<file path="src/rtl/akarin_boot_pkg.sv">
// Shared definitions for the framed byte-stream boot loader.
package akarin_boot_pkg;

  localparam logic [7:0] SYNC_BYTE = 8'hA5;

  typedef enum logic [2:0] {
    SYNC  = 3'd0,
    LEN   = 3'd1,
    DATA  = 3'd2,
    WRITE = 3'd3,
    CSUM  = 3'd4,
    DONE  = 3'd5,
    ERR   = 3'd6
  } boot_state_t;

  // 8-bit wrapping checksum accumulation.
  function automatic logic [7:0] boot_sum8(input logic [7:0] acc, input logic [7:0] b);
    return acc + b;
  endfunction

endpackage

</file>
<file path="src/rtl/mbus_boot_loader_if.sv">
// Byte-stream input and memory-bus write side of the boot loader.
interface mbus_boot_loader_if #(
  parameter int unsigned ADDR_W = 12
);
  logic              rx_valid;
  logic [7:0]        rx_byte;
  logic              rx_ready;
  logic              mem_we;
  logic [ADDR_W-1:0] mem_addr;
  logic [31:0]       mem_wdata;

  modport master (
    input  rx_valid, rx_byte,
    output rx_ready, mem_we, mem_addr, mem_wdata
  );

  modport slave (
    output rx_valid, rx_byte,
    input  rx_ready, mem_we, mem_addr, mem_wdata
  );
endinterface

</file>
<file path="src/rtl/mbus_boot_loader.sv">
// Boot loader: parses SYNC/LEN/DATA/CSUM frames, writes words to instruction
// memory and holds the core in reset until the checksum verifies.
module mbus_boot_loader #(
  parameter int unsigned ADDR_W    = 12,
  parameter int unsigned DEPTH     = 4096,
  parameter logic [7:0]  SYNC_BYTE = akarin_boot_pkg::SYNC_BYTE
) (
  input  logic               clk,
  input  logic               rst,
  mbus_boot_loader_if.master bus,
  output logic               core_rst,
  output logic               done,
  output logic               error
);
  import akarin_boot_pkg::*;

  boot_state_t       state, state_nxt;
  logic              rx_ready_q;
  logic [1:0]        bcnt;
  logic [31:0]       len_q;
  logic [31:0]       len_shift;
  logic [31:0]       wbuf;
  logic [7:0]        sum;
  logic [ADDR_W-1:0] widx;
  logic [ADDR_W:0]   widx_p1;
  logic              rx_fire;
  logic              last_word;

  assign rx_fire   = bus.rx_valid && rx_ready_q;
  assign len_shift = {bus.rx_byte, len_q[31:8]};
  // One extra bit so the final index compare works when LEN == 2**ADDR_W.
  assign widx_p1   = {1'b0, widx} + (ADDR_W+1)'(1);
  assign last_word = (widx_p1 == len_q[ADDR_W:0]);

  always_ff @(posedge clk or negedge rst) begin
    if (!rst) state <= SYNC;
    else      state <= state_nxt;
  end

  always_comb begin
    state_nxt = state;
    unique case (state)
      SYNC:  if (rx_fire && bus.rx_byte == SYNC_BYTE) state_nxt = LEN;
      LEN:   if (rx_fire && bcnt == 2'd3) begin
               if (len_shift > 32'(DEPTH))  state_nxt = ERR;
               else if (len_shift == 32'd0) state_nxt = CSUM;
               else                         state_nxt = DATA;
             end
      DATA:  if (rx_fire && bcnt == 2'd3) state_nxt = WRITE;
      WRITE: state_nxt = last_word ? CSUM : DATA;
      CSUM:  if (rx_fire) state_nxt = (boot_sum8(sum, bus.rx_byte) == 8'h00) ? DONE : ERR;
      DONE:  state_nxt = DONE;
      ERR:   state_nxt = ERR;
      default: state_nxt = ERR;
    endcase
  end

  always_ff @(posedge clk or negedge rst) begin
    if (!rst) begin
      rx_ready_q <= 1'b0;
      bcnt       <= '0;
      len_q      <= '0;
      wbuf       <= '0;
      sum        <= '0;
      widx       <= '0;
    end else begin
      // Registered ready follows the state being entered, so WRITE/DONE/ERR
      // never see an accepted byte.
      rx_ready_q <= (state_nxt inside {SYNC, LEN, DATA, CSUM});
      unique case (state)
        SYNC: begin
          sum  <= '0;
          bcnt <= '0;
          widx <= '0;
        end
        LEN: if (rx_fire) begin
          len_q <= len_shift;
          bcnt  <= bcnt + 2'd1;
        end
        DATA: if (rx_fire) begin
          wbuf <= {bus.rx_byte, wbuf[31:8]};
          sum  <= boot_sum8(sum, bus.rx_byte);
          bcnt <= bcnt + 2'd1;
        end
        WRITE: if (!last_word) widx <= widx + ADDR_W'(1);
        default: ;
      endcase
    end
  end

  assign bus.rx_ready  = rx_ready_q;
  assign bus.mem_we    = (state == WRITE);
  assign bus.mem_addr  = widx;
  assign bus.mem_wdata = wbuf;
  assign core_rst      = (state == DONE);
  assign done          = (state == DONE);
  assign error         = (state == ERR);

endmodule

</file>
<file path="src/flat_wrapper.sv">
// flat-port wrapper written by rule: the top's interface ports become plain ports
module mbus_boot_loader_flat import akarin_boot_pkg::*;
#(
  parameter int unsigned ADDR_W    = 12,
  parameter int unsigned DEPTH     = 4096,
  parameter logic [7:0]  SYNC_BYTE = akarin_boot_pkg::SYNC_BYTE
)
  (clk, rst, core_rst, done, error, bus_rx_valid, bus_rx_byte, bus_rx_ready, bus_mem_we, bus_mem_addr, bus_mem_wdata);
  mbus_boot_loader_if #(.ADDR_W(ADDR_W)) bus_i ();
  input  logic clk;
  input  logic rst;
  output logic core_rst;
  output logic done;
  output logic error;
  input wire logic [$bits(bus_i.rx_valid)-1:0] bus_rx_valid;
  input wire logic [$bits(bus_i.rx_byte)-1:0] bus_rx_byte;
  output wire logic [$bits(bus_i.rx_ready)-1:0] bus_rx_ready;
  output wire logic [$bits(bus_i.mem_we)-1:0] bus_mem_we;
  output wire logic [$bits(bus_i.mem_addr)-1:0] bus_mem_addr;
  output wire logic [$bits(bus_i.mem_wdata)-1:0] bus_mem_wdata;
  assign bus_i.rx_valid = bus_rx_valid;
  assign bus_i.rx_byte = bus_rx_byte;
  assign bus_rx_ready = bus_i.rx_ready;
  assign bus_mem_we = bus_i.mem_we;
  assign bus_mem_addr = bus_i.mem_addr;
  assign bus_mem_wdata = bus_i.mem_wdata;
  mbus_boot_loader #(.ADDR_W(ADDR_W), .DEPTH(DEPTH), .SYNC_BYTE(SYNC_BYTE)) u_core (.clk(clk), .rst(rst), .bus(bus_i), .core_rst(core_rst), .done(done), .error(error));
endmodule
</file>
<file path="config.mk">
export PLATFORM = sky130hd
export DESIGN_NAME = mbus_boot_loader_flat
export DESIGN_NICKNAME = d
export VERILOG_FILES = /design/src/rtl/akarin_boot_pkg.sv /design/src/rtl/mbus_boot_loader_if.sv /design/src/rtl/mbus_boot_loader.sv /design/src/flat_wrapper.sv
export SDC_FILE = /design/constraint.sdc
export NUM_CORES = 1
export LEC_CHECK = 0
export CAP_MARGIN = 30
export CORE_ASPECT_RATIO = 1.2
export CORE_MARGIN = 1.5
export CORE_UTILIZATION = 46
export DETAILED_ROUTE_END_ITERATION = 8
export MAX_ROUTING_LAYER = met4
export PLACE_DENSITY = 0.68
export SLEW_MARGIN = 20
export SYNTH_ARGS = -nofsm -noshare
export SYNTH_HDL_FRONTEND = slang
export SYNTH_SLANG_ARGS = --single-unit
export TNS_END_PERCENT = 10
</file>
<file path="constraint.sdc">
create_clock -name clk -period 3.2 [get_ports clk]
set_input_delay 0.64 -clock clk [delete_from_list [all_inputs] [get_ports clk]]
set_output_delay 0.64 -clock clk [all_outputs]
set_load 0.005 [all_outputs]
</file>
* Word-level counts from Yosys, hierarchy flattened
Cells that the tools add are included.
** Cells by class
- Add/subtract/negate cells :: 4
- $lt $le $gt $ge :: 1
- Equal/unequal tests :: 15
- Multiplexer cells :: 15
- Reductions and logical operators :: 17
** Operators by type and width (count)
- greater-than comparator 32 x 13 -> 1 bit (second input constant) :: 1
- zero test 32 bit :: 1
- case mux 12 bit (2 select lines) :: 1
- two-way mux 3 bit :: 7
- case mux 3 bit (6 select lines) :: 1
- case mux 8 bit (2 select lines) :: 1
- adder 12 x 1 -> 13 bit (second input constant) :: 1
- equality test 13 bit :: 1
- adder 12 x 1 -> 12 bit (second input constant) :: 1
- equality test 3 bit (second input constant) :: 4
- two-way mux 12 bit :: 1
- AND reduction 2 bit :: 5
- equality test 3 x 2 -> 1 bit (second input constant) :: 3
- adder 8 bit :: 1
- equality test 8 bit (second input constant) :: 1
- zero test 8 bit :: 1
- two-way mux 8 bit :: 1
- equality test 3 x 1 -> 1 bit (second input constant) :: 2
- zero test 3 bit :: 2
- nonzero test 2 bit :: 3
- two-way mux 2 bit :: 2
- inequality test 2 x 1 -> 1 bit (second input constant) :: 2
- case mux 2 bit (2 select lines) :: 1
- nonzero test 4 bit :: 1
- 5 further kinds :: 7
** Storage, ports and cells
- Register bits after elaboration :: 90
- Word-level logic and storage cells :: 59

* Longest topological paths before layout
- Word-level depth :: 7
- Depth in mapped cells :: 9

* Least setup slack after synthesis
Ideal clock, no wire load.
- Kind :: input port to flip-flop
- Start point :: in bus_rx_byte[0]
- End point :: reg u_core.rx_ready_q (netlist: u_core.bus.rx_ready)
- Setup time :: 78 ps
- Data arrival time :: 2721 ps
- Data required time :: 3122 ps
- Setup slack :: 401 ps
- Stages on the path :: 9
- Path buffers :: 0
- Cells stage by stage :: ha_1 -> fa_1 -> a211oi_1 -> or4_1 -> nand3_1 -> nor4b_1 -> a2111oi_0 -> or3_4 -> a21oi_1
** Between the ends
- Word-level cells in the longest chain between the ends :: 7
- Elaborated cells between the ends (all ways) :: 18
- Classes of those cells :: 1 x add/sub; 1 x order compare; 4 x eq/ne; 7 x mux; 5 x reduce/logical
** Ends and longest elaborated chain
- from (decl) :: line flat_wrapper.sv:16 : input wire logic [$bits(bus_i.rx_byte)-1:0] bus_rx_byte;
- adder 8 bit or zero test 32 bit (tied branches) :: line akarin_boot_pkg.sv:18, mbus_boot_loader.sv:46
- zero test 8 bit or two-way mux 3 bit (tied branches) :: line mbus_boot_loader.sv:51, mbus_boot_loader.sv:46
- two-way mux 2 bit or two-way mux 3 bit (tied branches) :: line mbus_boot_loader.sv:51, mbus_boot_loader.sv:45
- two-way mux 3 bit (on tied branches) :: line mbus_boot_loader.sv:51, mbus_boot_loader.sv:44
- case mux 3 bit (6 select lines) (*) :: line mbus_boot_loader.sv:42 : unique case (state)
- named net u_core.state_nxt[1] :: line mbus_boot_loader.sv:17 : boot_state_t state, state_nxt;
- equality test 3 x 1 -> 1 bit (tied with other cells) :: line mbus_boot_loader.sv:69 : rx_ready_q <= (state_nxt inside {SYNC, LEN, DATA, CSUM});
- nonzero test 4 bit (*) :: line mbus_boot_loader.sv:69
- to (signal assigned) :: line mbus_boot_loader.sv:69
- to (decl) :: line mbus_boot_loader.sv:18 : logic rx_ready_q;
Mark *: on every way through the listed nets, which the timed path passes. The rest lies on a longest branch.
A chain may end at the register's enable or synchronous reset.

* Worst setup path after layout
- Start point :: in bus_rx_byte[2]
- End point :: reg u_core.rx_ready_q (netlist: u_core.bus.rx_ready)
Same word-level chain as after synthesis.

==> key figures <==
Yosys
  • Syn avg cell area: 11.79 um2
  • Post-synthesis cell type count: 73
  • Async S/R FF share, synth: 1.000
  • Number of flops mapped to enable cells by yosys: 0
  • Gate Count Post-Synth: 396
  • Register area share after synthesis: 0.4824
  • Ys Warns: 0
  • Synth Register Bits: 90
  • Syn nets: 417
  • Synthesized area: 0.004668 mm2
  • Ys flop type: dfrtp_1

Place
  • Port buffer count: 59
  • Post-DP HPWL: 7415 um
  • Placer Congestion: 0.8967
  • DP Cell Count: 585
  • Dpl ws: -355.5 ps

Global routing
  • Initial antenna violation count: 0
  • Overflow after GRT: 0
  • Tot GR Track Use: 0.2153
  • Vias in the first global route: 3554
  • Largest net degree at the start of global routing: 50
  • Global-route wire length before repair: 17450 um

Layout
  • Ant diodes: 0
  • Area growth, synth to finish: 25.41%
  • Final Non-Filler Cells: 601
  • Final net count: 491
  • Leading cell types in the layout, fill and taps excluded: dfrtp_1, mux2_2, clkdlybuf4s50_1
  • FF/Latch Area: 0.002252 mm2
  • Share of layout cells above drive strength 1: 0.2800
  • Area occupied by multi-input gates: 0.002306 mm2
  • Most common cell after layout, fill and taps aside: dfrtp_1
  • Fillers: 828

Timing
  • Fmax: 325.6 MHz
  • Skew final: 5.144 ps
  • Worst setup margin: 128.6 ps
  • RSZ-0062 raised after global routing: no
  • Hold Vio Cnt, Final: 0
  • Final setup vio count: 0
  • Pins Over Slew Limit: 0
  • Slew HR: 0.5990
  • Final period util: 0.9598
  • Least-Margin Pin Slew: 601.5 ps
  • Post-layout minimum cycle time: 3071 ps

Clock tree
  • Hold_buf cts: 0
  • CTS H-Tree Depth: 3
  • CTS buffer count: 9
  • Clock transition at the registers of the reported paths: 70 ps
  • Root buf cell: clkbuf_16
  • TritonCTS Sinks: 90
  • CTS tree: done
  • Clk buf depth: 2
  • Setup repair bufs after CTS: 0
  • Clock latency at the later pin of the worst-skew pair: 340 ps
  • Resized cells post-CTS: 1

Route
  • Post-route ant nets: 0
  • # DRC: 0
  • WL met1: 4672 um
  • Wire length on met2: 5044 um
  • Routed wire per std cell: 17.17 um
  • Met3 WL: 366 um
  • Via count: 3487
  • Final wirelength: 10320 um
  • Max layer used: met4
  • Via/cell ratio: 5.802
  • Initial drt markers: 268
  • Pre-Repair DR Iteration Count: 4

Hold path
  • Worst min-delay path class: in -> async

Job
  • Max cap viols: 0

Floorplanning
  • Die area: 0.01076 mm2
  • DIE WIDTH: 94.96 um
  • IO Pins: 60
  • Initial core utilization: 0.4687
  • Die extent in y: 113.4 um
  • # rows: 40
  • Core area: 0.009960 mm2

Setup path
  • Crit Path Max Fanout: 3
  • Type of destination of the critical path: register
  • CP Cell Sequence: clkdlybuf4s50_1 > ha_1 > o21ai_0 > or4b_2 > o311ai_2 > nor4b_2 > buf_4 > a2111oi_0 > or3_4 > a21oi_1
  • CP delay by family, top: simple AND/OR/NAND/NOR gates
  • Worst path required time: 3410 ps
  • Worst path bufs/invs: 2
  • Max stage delay on crit path: 650 ps
  • Crit path DAT: 3280 ps
  • Slowest cell on crit path: or4b_2
  • Startpoint types: primary input
  • Crit Path Category: in -> reg

Power and ir drop
  • PwrDens: 398.8 mW/mm2
  • Leakage: 0.002692 uW
  • Maximum vdd drop: 0.2818 mV

Outcome
  • Outcome: finished clean
==> synth_stat cells, types with 3 or more instances <==
cell type  number  share of area
a22o_1          6          0.011
or4_1           3         0.0048
and3_1          5         0.0067
a211oi_1        4         0.0064
nor4_1         10          0.013
a21oi_1        16          0.017
o22a_1          3         0.0056
mux2_2         64           0.15
nor3_1          4         0.0043
xor2_1          5         0.0094
nand3_1        10          0.011
a31oi_1         4         0.0054
dfrtp_1        90           0.48
nor2b_1         4         0.0054
buf_4           3         0.0048
o21a_1          5         0.0080
ha_1            9          0.024
clkbuf_1       13          0.010
o311ai_0        3         0.0056
inv_1           8         0.0064
o21ai_0        15          0.016
nand4_1         6         0.0080
nor3b_1         5         0.0080
xnor2_1        11          0.021
nand2_1        17          0.014
nor2_1         17          0.014
==> per-stage QoR <==
step | setup TNS, ps | hold WS [ps] | area, um2 | util | power [uW]
after floorplan | 0 | 344.4 | 4668 | - | 1177
after global placement | -547.7 | 488.3 | 5520 | 0.5543 | 1238
after detailed placement | -716.8 | 498.3 | 5520 | 0.5543 | 1239
after CTS | 0 | 319.8 | 5836 | 0.5859 | 2361
after global routing | 0 | 349.7 | 5854 | 0.5878 | 2421
final | 0 | 305.8 | 5854 | 0.5878 | 2335
==> kinds of logic (layout without fill, tap and decap cells) <==
family                     after synthesis  after routing  synth area share
and+or+nand+nor                        104            104            0.1380
adders and majority gates               11             11           0.03056
DFF                                     90             90            0.4824
AOI/OAI and AO/OA                       81             81            0.1316
muxes                                   66             66            0.1587
buffers and inverters                   28            107           0.02868
xor gates and xnor gates                16             16           0.03002
==> worst paths after layout <==
check,start,endpoint,slack (ps),cells after the start
worst max-delay path,bus_rx_byte[2],u_core.bus.rx_ready$_DFF_PN0_,130,10
worst min-delay path,rst,u_core.len_q[6]$_DFFE_PN0P_,310,1
worst max register to register,u_core.bus.mem_addr[0]$_DFFE_PN0P_,u_core.bus.rx_ready$_DFF_PN0_,380,8
worst min register to register,u_core.bus.mem_wdata[4]$_DFFE_PN0P_,u_core.bus.mem_wdata[4]$_DFFE_PN0P_,510,1
max in group asynchronous,rst,u_core.len_q[17]$_DFFE_PN0P_,2160,2
min in group clk,u_core.bus.mem_wdata[4]$_DFFE_PN0P_,u_core.bus.mem_wdata[4]$_DFFE_PN0P_,510,1
==> registers in the layout (all words and copies together), names as in the netlist <==
signal and flops:
u_core.bus.mem_addr 12, u_core.bus.rx_ready 1, u_core.bcnt 2, u_core.bus.mem_wdata 32
u_core.sum 8, u_core.len_q 32, u_core.state 3
==> layer usage <==
| metal | vias up | track usage |
|---|---|---|
| li1 | 1644 | - |
| met1 | 1730 | 0.2747 |
| met2 | 94 | 0.3319 |
| met3 | 19 | 0.05309 |
| met4 | 0 | 0.07562 |
| met5 | - | - |
==> report_power, final <==
part | leakage (uW) | total, uW | switching, uW | internal (uW)
clock network | 0.000156 | 1120 | 489 | 629
registers | 0.00124 | 1140 | 0 | 1140
logic | 0.00129 | 80.3 | 47.4 | 32.9
==> final cells by class <==
type                       instances  area share
clock buffer                       9     0.03847
clock inverter                     7     0.01539
inverter                           8    0.005129
multi-input combinational        278      0.3939
sequential                        90      0.3847
tap                              126     0.02693
timing repair buffer              83      0.1355
Power figures use the tool's default switching activity.
